==> config.mk <==
export PLATFORM = sky130hd
export DESIGN_NAME = apb_timer
export DESIGN_NICKNAME = d
export VERILOG_FILES = /design/src/rtl/apb_pkg.sv /design/src/rtl/apb_wait_ctrl.sv /design/src/rtl/apb_timer.sv
export SDC_FILE = /design/constraint.sdc
export NUM_CORES = 1
export LEC_CHECK = 0
export BUFFER_PORTS_ARGS = -buffer_cell sky130_fd_sc_hd__buf_4
export CORE_UTILIZATION = 56
export CTS_CLUSTER_DIAMETER = 150
export CTS_CLUSTER_SIZE = 16
export DETAILED_ROUTE_END_ITERATION = 16
export MAX_ROUTING_LAYER = met4
export PLACE_DENSITY = 0.81
export SYNTH_ARGS = -nofsm -noshare
export SYNTH_HDL_FRONTEND = slang
export SYNTH_HIERARCHICAL = 1
export SYNTH_SLANG_ARGS = --single-unit
==> constraint.sdc <==
create_clock -name clk -period 4.4 [get_ports clk]
set_clock_uncertainty 0.05 [all_clocks]
set_input_delay 1.1 -clock clk [delete_from_list [all_inputs] [get_ports clk]]
set_output_delay 1.1 -clock clk [all_outputs]
set_load 0.05 [all_outputs]
==> src/rtl/apb_pkg.sv <==
// rtl/apb_pkg.sv - shared APB peripheral types and register offsets
package apb_pkg;
   localparam int APB_DATA_W = 32;

   localparam logic [7:0] OFF_CTRL    = 8'h00;
   localparam logic [7:0] OFF_LOAD    = 8'h04;
   localparam logic [7:0] OFF_VALUE   = 8'h08;
   localparam logic [7:0] OFF_INTSTAT = 8'h0C;

   typedef struct packed {
      logic irq_en;
      logic auto_reload;
      logic en;
   } ctrl_t;
endpackage

==> src/rtl/apb_wait_ctrl.sv <==
// rtl/apb_wait_ctrl.sv - APB access-phase wait-state counter and pready generation
module apb_wait_ctrl #(
   parameter int WAIT_STATES = 0
) (
   input  logic clk,
   input  logic rst_n,
   input  logic psel,
   input  logic penable,
   output logic pready
);
   localparam logic [3:0] WS = 4'(WAIT_STATES);

   logic [3:0] r_wait_cnt;
   logic       w_access;
   logic       w_pready;

   assign w_access = psel & penable;
   // Gated by rst_n so a transfer caught by reset never shows completion
   assign w_pready = rst_n & w_access & (r_wait_cnt == WS);
   assign pready   = w_pready;

   always_ff @(posedge clk or negedge rst_n) begin
      if (!rst_n) begin
         r_wait_cnt <= '0;
      end else if (!w_access || w_pready) begin
         r_wait_cnt <= '0;
      end else begin
         r_wait_cnt <= r_wait_cnt + 4'd1;
      end
   end
endmodule

==> src/rtl/apb_timer.sv <==
// rtl/apb_timer.sv - APB3 completer with a 32-bit down-counting timer and level irq
module apb_timer
   import apb_pkg::*;
#(
   parameter int ADDR_W      = 12,
   parameter int WAIT_STATES = 0
) (
   input  logic                  clk,
   input  logic                  rst_n,
   input  logic                  psel,
   input  logic                  penable,
   input  logic                  pwrite,
   input  logic [ADDR_W-1:0]     paddr,
   input  logic [APB_DATA_W-1:0] pwdata,
   output logic [APB_DATA_W-1:0] prdata,
   output logic                  pready,
   output logic                  pslverr,
   output logic                  irq
);
   ctrl_t                 r_ctrl;
   logic [APB_DATA_W-1:0] r_load;
   logic [APB_DATA_W-1:0] r_value;
   logic                  r_exp;

   logic                  w_pready;
   logic [ADDR_W-1:0]     w_addr;
   logic                  w_is_ctrl, w_is_load, w_is_value, w_is_intstat, w_mapped;
   logic                  w_wr;
   logic                  w_expire;
   logic [APB_DATA_W-1:0] w_rdata;

   apb_wait_ctrl #(.WAIT_STATES(WAIT_STATES)) u_wait (
      .clk     (clk),
      .rst_n   (rst_n),
      .psel    (psel),
      .penable (penable),
      .pready  (w_pready)
   );

   assign w_addr       = paddr & ~ADDR_W'(3);
   assign w_is_ctrl    = (w_addr == ADDR_W'(OFF_CTRL));
   assign w_is_load    = (w_addr == ADDR_W'(OFF_LOAD));
   assign w_is_value   = (w_addr == ADDR_W'(OFF_VALUE));
   assign w_is_intstat = (w_addr == ADDR_W'(OFF_INTSTAT));
   assign w_mapped     = w_is_ctrl | w_is_load | w_is_value | w_is_intstat;

   // Only legal writes commit; VALUE and unmapped writes are refused
   assign w_wr     = w_pready & pwrite & w_mapped & ~w_is_value;
   assign w_expire = r_ctrl.en & (r_value == '0);

   always_comb begin
      w_rdata = '0;
      if (w_is_ctrl)    w_rdata = APB_DATA_W'(r_ctrl);
      if (w_is_load)    w_rdata = r_load;
      if (w_is_value)   w_rdata = r_value;
      if (w_is_intstat) w_rdata = APB_DATA_W'(r_exp);
   end

   assign pready  = w_pready;
   assign prdata  = (w_pready & ~pwrite) ? w_rdata : '0;
   assign pslverr = w_pready & (~w_mapped | (pwrite & w_is_value));
   assign irq     = r_exp & r_ctrl.irq_en;

   // Bus writes are placed after the timer update so they take priority
   always_ff @(posedge clk or negedge rst_n) begin
      if (!rst_n) begin
         r_ctrl  <= '0;
         r_load  <= '0;
         r_value <= '0;
         r_exp   <= 1'b0;
      end else begin
         if (r_ctrl.en) begin
            if (w_expire) begin
               if (r_ctrl.auto_reload) r_value <= r_load;
               else                    r_ctrl.en <= 1'b0;
            end else begin
               r_value <= r_value - 1'b1;
            end
         end
         r_exp <= (r_exp & ~(w_wr & w_is_intstat & pwdata[0])) | w_expire;
         if (w_wr && w_is_ctrl) r_ctrl <= ctrl_t'(pwdata[2:0]);
         if (w_wr && w_is_load) begin
            r_load  <= pwdata;
            r_value <= pwdata;
         end
      end
   end
endmodule

Yosys cells after proc, flatten, opt, wreduce, memory -nomap -nowiden:

Cells that the tools add are included.

* bits in registers: 72
* ROM bits: 0
* bits in writable memories: 0
* memories: 0
* logic and storage cells: 59
* bits in latches: 0

* add/subtract/negate cells: 2
* shifts and indexed selects: 0
* order comparisons: 0
* reductions and logical operators: 9
* muxes and demuxes: 14
* multiply operators: 0
* div/mod/pow operators: 0
* equal/unequal tests: 4
* bitwise logic cells: 23

Operators by type and width (count)
* 32-bit two-way mux: 8
* 32-bit zero test: 1
* 32-bit by 1-bit subtractor with 32-bit output, second input constant: 1
* 10-bit by 2-bit equality test with 1-bit output, second input constant: 2
* 1-bit bitwise AND: 14
* 12-bit zero test: 1
* 10-bit by 1-bit equality test with 1-bit output, second input constant: 1
* 1-bit OR: 5
* 4-bit by 1-bit adder with 4-bit output, second input constant: 1
* 4-bit zero test: 1
* 1-bit two-way mux: 4
* 4-bit two-way mux: 1
* 1-bit inverter: 4
* 3-bit two-way mux: 1
* 3-bit by 2-bit inequality test with 1-bit output, second input constant: 1
* 1-bit logical AND: 2
* 2-bit AND reduction: 1
* 2-bit nonzero test: 1
* 1-bit zero test: 1
* 1-bit logical OR: 1

Depth between registers and ports, before layout:

Gate-level depths: netlist of the first run.

* depth after elaboration: 11
* depth in mapped cells: 11
* gate-level depth less buffers: 10

Cells and area by module:

The synthesis of the first run kept the hierarchy.

By module, submodules not included
* apb_timer: cells an instance 561, times used 1, area an instance 4357.9 um^2
* apb_wait_ctrl: cells an instance 19, times used 1, area an instance 224.0 um^2

Worst setup path before layout of the first run:

No wires, ideal clock.

* path kind: input-to-output
* start: input port rst_n
* end: output port prdata[2]
* stages on the path: 6
* arrival: 3.436 ns
* path buffers: 1
* path slack: -0.186 ns
* path through: nor4bb_4 > and2b_2 > nor2b_1 > o21ai_0 > clkbuf_1 > nor3_1

* cells in the longest elaborated chain, start to end: 4

RTL lines
* start: declaration: RTL line apb_timer.sv:9 `input logic rst_n,`
* 1-bit bitwise AND (2 in a row): RTL line apb_wait_ctrl.sv:19 `assign w_pready = rst_n & w_access & (r_wait_cnt == WS);`
* named net pready: RTL line apb_timer.sv:16 `output logic pready,`
* 1-bit bitwise AND: RTL line apb_timer.sv:60 `assign prdata = (w_pready & ~pwrite) ? w_rdata : '0;`
* 32-bit two-way mux: RTL line apb_timer.sv:60
* end: declaration: RTL line apb_timer.sv:15 `output logic [APB_DATA_W-1:0] prdata,`

The timed path passes the listed nets, and every way through them passes these cells.

Worst setup path after layout of the first run:

* start: input port paddr[11]
* end: output port prdata[31]

* cells in the longest elaborated chain, start to end: 5
* elaborated cells on any way between the ends: 7
* those cells by class: eq/ne (3); mux (4)

RTL lines
* start: declaration: RTL line apb_timer.sv:13 `input logic [ADDR_W-1:0] paddr,`
* 10-bit by 1-bit equality test with 1-bit output: RTL line apb_timer.sv:42 `assign w_is_load = (w_addr == ADDR_W'(OFF_LOAD));`
* 32-bit two-way mux: RTL line apb_timer.sv:54 `if (w_is_load) w_rdata = r_load;`
* 32-bit two-way mux: RTL line apb_timer.sv:55 `if (w_is_value) w_rdata = r_value;`
* 32-bit two-way mux *: RTL line apb_timer.sv:56 `if (w_is_intstat) w_rdata = APB_DATA_W'(r_exp);`
* 32-bit two-way mux *: RTL line apb_timer.sv:60

Every way passes the cells marked *; elsewhere a longest branch is shown, timed or not.

==> reports/metrics.sh, run 1 <==
MAXCAPVIOLATIONS=0
P_TOTAL_mW=1.31
WIRE_PER_INST_UM=18.5
SYNTH.DISTINCT_CELLS=61
SYN2LAYOUT_AREA_GROWTH_PCT=20.2
CORE_REGION_AREA_MM2=0.00781
REPORT.FINAL.SLEW_VIOL_COUNT=0
NUM_ROWS=32
NUM_VIAS=4834
VIA_DENSITY=6.41
HOLD_PATH.STARTPOINT='u_wait/r_wait_cnt[0]$_DFF_PN0_'
CLK_LATENCY_NS=0.36
R2R-END='r_value[7]$_DFFE_PN0P_'
SHARE_OF_FINAL_LAYOUT_STANDARD_CELLS_STRONGER_THAN_DRIVE_STRENGTH_1_PCT=21.8
CHIPHEIGHT_UM=92.5
SEQ_POWER_SHARE_PCT=52.1
WORST_SETUP_HOLD_PATH_CLK_SLEW_NS=0.08
TRITONCTS='yes'
FINAL.HOLD.WORST_SLACK_NS=0.451
CTS_SETUP_BUFFERS=0
DIEAREA_MM2=0.00855
PORTBUFFERS=81
GRT_FIRST_PASS_WIRELENGTH_UM=23300
SYNTH-EDFF-COUNT=0
MAPPEDNETLISTNETS=633
CTS_BUFFERS=9
HIGHEST_DELAY_CELL_ALONG_THE_CRITICAL_PATH='buf_4'
ANTENNADIODECOUNT=0
GPL.FINAL_WEIGHTED_CONGESTION=0.947
DETAILEDROUTE.FIRSTITERATIONVIOLATIONS=452
HOLD-PATH-ENDPOINT='u_wait/r_wait_cnt[0]$_DFF_PN0_'
MIN_PATH_CELLS=1
SETUP_VIOL=0
GRT.OVERFLOW.TOTAL=0
POST_SYNTH_AND_OR_NAND_NOR_AREA_FRACTION_PCT=29.1
POSTSYNTHCELLCOUNT=580
TIMING.CRITICAL_PATH.ARRIVAL_NS=2.95
TIMING.CRITICAL_PATH.TO_TYPE='output pin'
CTS_HOLD_BUF=0
WORST_EP_REQUIRED_TIME_NS=3.25
CTS_ROOT_BUFFER='clkbuf_8'
POWER.SWITCHING_FRACTION_PCT=25.4
GRT_PASS1_VIAS=4703
SHARE_COMB_OF_TOTAL_POWER_PCT=7.1
POWER_FRAC_CLOCK_PCT=40.8
STARTING_DENSITY_OF_THE_CORE_PCT=58.7
YOSYS_REGISTER_BITS=72
WIRELENGTH_UM=14000
POST-ROUTE-PERIOD-UTIL_PCT=93.2
LAYOUT_COMMONEST_CELL='nand2_1'
RSZ0062_AT_GRT='no'
GRT_MAX_DEGREE=50
PRIMARY_FLIP_FLOP_CELL_CHOSEN_BY_SYNTHESIS_MAPPING='dfrtp_1'
POWER_REPORT.INTERNAL_TOTAL_mW=0.976
CRIT_TYPE='primary input to output pin'
SYNTH-COMPOUND-AREA-SHARE_PCT=20.6
STATIC-LEAKAGE-POWER_nW=2.37
SYNTH.AREA.MUX_SHARE_PCT=3.00
FILLER_CELL_COUNT=645
FIN_TNS_SETUP_NS=0
FF2FF_SETUP_SLACK_NS=0.96
YOSYS.AREA_SHARE.XOR_XNOR_PCT=2.29
TIMING_HOLD_VIOLATIONS_FINAL=0
POST-ROUTE-MIN-PERIOD_NS=4.10
SEQCELLAREA_MM2=0.00180
TIMING.REG2REG.WORST_PATH_DEPTH=7
CRIT_TOP_CELL='buf_4'
POST_SYNTH.CELL_AREA_AVG_UM2=7.90
DETAIL_ROUTE.DRC_VIOLATIONS=0
RUN_STATUS='completed'
YOSYS_WARNINGS=6
VDD.IR_DROP.WORST_V=0.000153
R2R_START='r_value[10]$_DFFE_PN0P_'
PATH_DELAY_FAMILY='buffers and inverters'
START_KIND='primary input'
SYNTH-ADDER-AREA-SHARE_PCT=1.09
CRITICAL_PATH_PEAK_FANOUT=29
H-TREE-DEPTH=3
ASYNCSETRESETFLOPFRACSYNTH_PCT=100
POST-DP-HPWL_UM=9440
CRIT_PATH_MAX_INCR_DELAY_NS=0.33
STARTPOINT='paddr[11]'
NUMBER_OF_CELLS_UPSIZED_OR_DOWNSIZED_AFTER_CTS=0
CRITICAL_PATH.N_BUFFERS_INVERTERS=4
WORST_SLEW_PIN_SLEW_NS=0.888
MAXCLOCKFREQUENCY_GHz=0.244
NUM_IO_PINS=84
FINAL_CORE_DENSITY_PCT=70.5
TIMING.CRITICAL_PATH.CELLS='buf_4, nor4_1, buf_4, nand2_1, nor2_2, buf_4, a22oi_1, nor2_1, buf_4'
CTSLONGESTPATHBUFFERS=2
PRE_ANTENNA_DRT_ITERS=6
DIE_W_UM=92.5
MOST-COMMON-LAYOUT-CELLS='nand2_1, buf_4, dfrtp_1'
SLEW_HEADROOM_PCT=40.3
GLOBALROUTETOTALUTIL_PCT=35.8
MAPPEDNETLISTAREA_MM2=0.00458
DOMINANT_COMBINATIONAL_CELL_FAMILY_BY_AREA_AFTER_SYNTHESIS='simple AND/OR/NAND/NOR gates'
P_SWITCHING_mW=0.331
HOLDCRITPATHCLASS='flop to flop'
POWER_PER_UNIT_OF_STANDARD_CELL_AREA_mW_PER_MM2=237
CLOCK_TREE_SINKS=72
MULTIINPUTGATEAREA_MM2=0.00262
ANTENNA_VIOLATING_NETS_POST_ROUTE=0
ANTENNA_FOUND_INITIAL=0
SEQ_AREA_FRAC_SYNTH_PCT=39.3
FINAL_STAGE_NET_COUNT=700
## cells in the mapped netlist (2+ instances only)
master	number	area share, %
nor4_1	12	1.6
and3_1	2	0.27
nand3b_1	3	0.49
or3_1	7	0.96
mux2i_1	7	1.5
and2_1	4	0.55
mux2_2	4	0.98
and4_1	2	0.38
a31oi_1	2	0.27
o31a_1	2	0.38
a21oi_1	31	3.4
buf_1	2	0.16
o31ai_1	5	0.82
o211ai_1	8	1.3
o21ai_1	6	0.66
nor2_1	65	5.3
nor4_2	2	0.55
dfrtp_1	72	39
or4_1	4	0.66
o21ai_0	34	3.7
or2_2	2	0.27
nand4_1	5	0.68
nor2b_1	4	0.55
nand3_1	16	1.7
a32oi_1	5	0.96
ha_1	4	1.1
nor3_1	20	2.2
nand2_1	123	10
o41ai_1	2	0.38
a211oi_1	5	0.82
nor3b_1	3	0.49
a22oi_1	31	5.1
buf_2	7	0.76
clkbuf_1	31	2.5
a2bb2oi_1	2	0.38
inv_1	11	0.90
xnor2_1	4	0.76
xor2_1	8	1.5
## per-layer routing
layer	GRT usage, %	vias to the layer above	share of wire (%)
li1	-	2202	-
met1	44.3	2324	41
met2	58.6	267	48
met3	5.67	41	8.5
met4	14.8	0	2.7
met5	-	-	0
## logic make-up after synthesis
| kind of cell | Yosys count |
|---|---|
| and+or+nand+nor | 282 |
| DFF | 72 |
| xor gates and xnor gates | 12 |
| AOI/OAI and AO/OA | 146 |
| adders and majority gates | 4 |
| muxes | 12 |
| buffers and inverters | 52 |
## per-stage QoR
stage	instances	area (um2)	setup WS, ns
3_3_place_gp	738	5310	0.422
4_1_cts	754	5510	0.325
5_1_grt	754	5510	0.146
2_1_floorplan	580	4610	0.0256
6_report	754	5510	0.298
3_5_place_dp	738	5310	0.317
## power groups by stage
stage	sequential (mW)	combinational, mW	clock (mW)
after floorplan	0.690	0.0340	0
after global placement	0.693	0.0897	0
after detailed placement	0.694	0.0927	0
after CTS	0.681	0.0932	0.533
after global routing	0.682	0.102	0.557
final	0.681	0.0926	0.534
## final cells by class
cell class / instances / area share (%)
multi-input combinational: 456 / 47.5
timing repair buffer: 97 / 13.2
sequential: 72 / 32.7
tap: 102 / 2.32
clock buffer: 9 / 2.25
inverter: 11 / 0.750
clock inverter: 7 / 1.27
## how the worst max path moves through the flow
stage | end | slack (ns) | depth (start not counted)
2_1_floorplan | prdata[1] | 0.03 | 5
3_3_place_gp | prdata[31] | 0.42 | 9
3_5_place_dp | prdata[31] | 0.32 | 9
4_1_cts | prdata[31] | 0.32 | 9
5_1_grt | prdata[8] | 0.15 | 9
6_report | prdata[31] | 0.30 | 9
## flip-flops by register name, indices dropped and copies added, names as in the netlist
signal and count:
r_ctrl 3, r_load 32, r_exp 1, u_wait/r_wait_cnt 4, r_value 32
(Power assumes the default switching activity.)
==> run 2: changes to the inputs <==
Settings changed: CORE_UTILIZATION 56 to 45, PLACE_DENSITY 0.81 to 0.68.
==> reports/metrics.sh, run 2 (same netlist as run 1, synthesis figures left out) <==
SYN2LAYOUT_AREA_GROWTH_PCT=22.5
CTS_BUFFERS=9
ANTENNA_VIOLATING_NETS_POST_ROUTE=0
MULTIINPUTGATEAREA_MM2=0.00262
ANTENNA_FOUND_INITIAL=0
START_KIND='primary input'
SLEW_HEADROOM_PCT=29.1
STARTING_DENSITY_OF_THE_CORE_PCT=46.7
GLOBALROUTETOTALUTIL_PCT=28.7
SHARE_COMB_OF_TOTAL_POWER_PCT=6.5
CRIT_TYPE='primary input to output pin'
LAYOUT_SETUP_WS_NS=0.472
STARTPOINT='paddr[11]'
RSZ0062_AT_GRT='no'
CLOCK_TREE_SINKS=72
POST-ROUTE-MIN-PERIOD_NS=3.93
WIRE_PER_INST_UM=17.6
MOST-COMMON-LAYOUT-CELLS='nand2_1, buf_4, dfrtp_1'
RUN_STATUS='completed'
NUM_VIAS=4640
LAYOUT_COMMONEST_CELL='nand2_1'
POWER_FRAC_CLOCK_PCT=45.1
SETUP_VIOL=0
POWER_PER_UNIT_OF_STANDARD_CELL_AREA_mW_PER_MM2=251
TIMING.CRITICAL_PATH.TO_TYPE='output pin'
CRITPATHCAPTURE='prdata[31]'
CRITICAL_PATH_PEAK_FANOUT=29
SHARE_OF_FINAL_LAYOUT_STANDARD_CELLS_STRONGER_THAN_DRIVE_STRENGTH_1_PCT=21.6
REG.LARGEST.LIST='r_load (32), r_value (32), u_wait/r_wait_cnt (4)'
STATIC-LEAKAGE-POWER_nW=2.39
REPORT.FINAL.SLEW_VIOL_COUNT=0
TIMING.CRITICAL_PATH.ARRIVAL_NS=2.78
TIMING_HOLD_VIOLATIONS_FINAL=0
MAXCAPVIOLATIONS=0
WORST_EP_REQUIRED_TIME_NS=3.25
CHIPHEIGHT_UM=103
GRT_PASS1_VIAS=4266
PRE_ANTENNA_DRT_ITERS=5
POWER_REPORT.INTERNAL_TOTAL_mW=1.09
CTSLONGESTPATHBUFFERS=2
R2R_START='r_value[10]$_DFFE_PN0P_'
FINAL_CORE_DENSITY_PCT=57.2
CTS_HOLD_BUF=0
DIE_W_UM=103
HOLDCRITPATHCLASS='flop to flop'
DETAIL_ROUTE.DRC_VIOLATIONS=0
GRT.OVERFLOW.TOTAL=0
WIRELENGTH_UM=13800
PLACE_WS_NS=0.506
H-TREE-DEPTH=3
CORE_REGION_AREA_MM2=0.00982
GRT_MAX_DEGREE=73
FINAL_STAGE_NET_COUNT=700
FF2FF_SETUP_SLACK_NS=1.07
PORTBUFFERS=81
NUM_ROWS=36
P_TOTAL_mW=1.41
VIA_DENSITY=5.91
POWER.SWITCHING_FRACTION_PCT=22.6
FIN_TNS_SETUP_NS=0
CLK_LATENCY_NS=0.35
WORST_SETUP_HOLD_PATH_CLK_SLEW_NS=0.08
MAXCLOCKFREQUENCY_GHz=0.255
GPL.FINAL_WEIGHTED_CONGESTION=0.897
CTS_SETUP_BUFFERS=0
R2R-END='r_value[8]$_DFFE_PN0P_'
DETAILEDROUTE.FIRSTITERATIONVIOLATIONS=362
SEQCELLAREA_MM2=0.00180
POST-ROUTE-PERIOD-UTIL_PCT=89.3
GRT_FIRST_PASS_WIRELENGTH_UM=22500
VDD.IR_DROP.WORST_V=0.000172
NUMBER_OF_CELLS_UPSIZED_OR_DOWNSIZED_AFTER_CTS=0
NUMBER_OF_NON_FILLER_INSTANCES_IN_THE_COMPLETED_LAYOUT=785
ANTENNADIODECOUNT=0
FILLER_CELL_COUNT=936
P_SWITCHING_mW=0.318
TIMING.REG2REG.WORST_PATH_DEPTH=7
WORST_SLEW_PIN_SLEW_NS=1.06
POST-DP-HPWL_UM=9270
TRITONCTS='yes'
DP.CELLS=769
SEQ_POWER_SHARE_PCT=48.4
CTS_ROOT_BUFFER='clkbuf_8'
NUM_IO_PINS=84
DIEAREA_MM2=0.0106
run 2: cell count changes in the layout (fill, tap and decap cells not counted), sizes merged:
cell	before	now
inv	12	11
clkinv	4	2
clkbuf	9	10
bufinv	1	3
run 2: stage by stage:
step / area (um2) / hold WS, ns
after detailed placement: 5380 / 0.429
final: 5610 / 0.450
after global routing: 5610 / 0.473
after CTS: 5610 / 0.450
after global placement: 5380 / 0.422
after floorplan: 4610 / 0.404
run 2: final cells by class:
type                       instances  share of cell area [%]
inverter                          11                   0.736
timing repair buffer              97                    13.4
clock buffer                      10                    2.27
multi-input combinational        456                    46.6
sequential                        72                    32.1
clock inverter                     6                    1.92
tap                              133                    2.96
run 2: per-layer routing:
layer / routed length [um] / GRT usage [%] / vias up
li1: - / - / 2212
met1: 6260 / 40.4 / 2234
met2: 6580 / 43.9 / 181
met3: 819 / 2.98 / 13
met4: 148 / 8.34 / 0
met5: 0 / - / -
run 2: worst min-delay path by stage:
stage / from / depth (start not counted) / end / slack (ns)
floorplan: r_load[31]$_DFFE_PN0P_ / 2 / r_load[31]$_DFFE_PN0P_ / 0.40
detailed placement: r_load[31]$_DFFE_PN0P_ / 2 / r_load[31]$_DFFE_PN0P_ / 0.43
CTS: r_load[31]$_DFFE_PN0P_ / 2 / r_load[31]$_DFFE_PN0P_ / 0.45
finish: r_load[31]$_DFFE_PN0P_ / 2 / r_load[31]$_DFFE_PN0P_ / 0.45
global route: r_load[4]$_DFFE_PN0P_ / 2 / r_load[4]$_DFFE_PN0P_ / 0.47
global placement: r_load[31]$_DFFE_PN0P_ / 2 / r_load[31]$_DFFE_PN0P_ / 0.42
run 2: power by group through the flow:
stage / clock network (mW) / registers (mW) / logic (mW)
5_1_grt: 0.674 / 0.682 / 0.100
2_1_floorplan: 0 / 0.690 / 0.0340
4_1_cts: 0.644 / 0.680 / 0.0925
3_3_place_gp: 0 / 0.693 / 0.0903
3_5_place_dp: 0 / 0.694 / 0.0922
6_report: 0.634 / 0.681 / 0.0910
run 2: worst max-delay path: stages:
cell and delay [ns]:
buf_4 0.11, nor4_1 0.38, nand2_1 0.29, nor2_2 0.23, buf_12 0.21, a22oi_1 0.10
nor2_1 0.13, buf_4 0.22
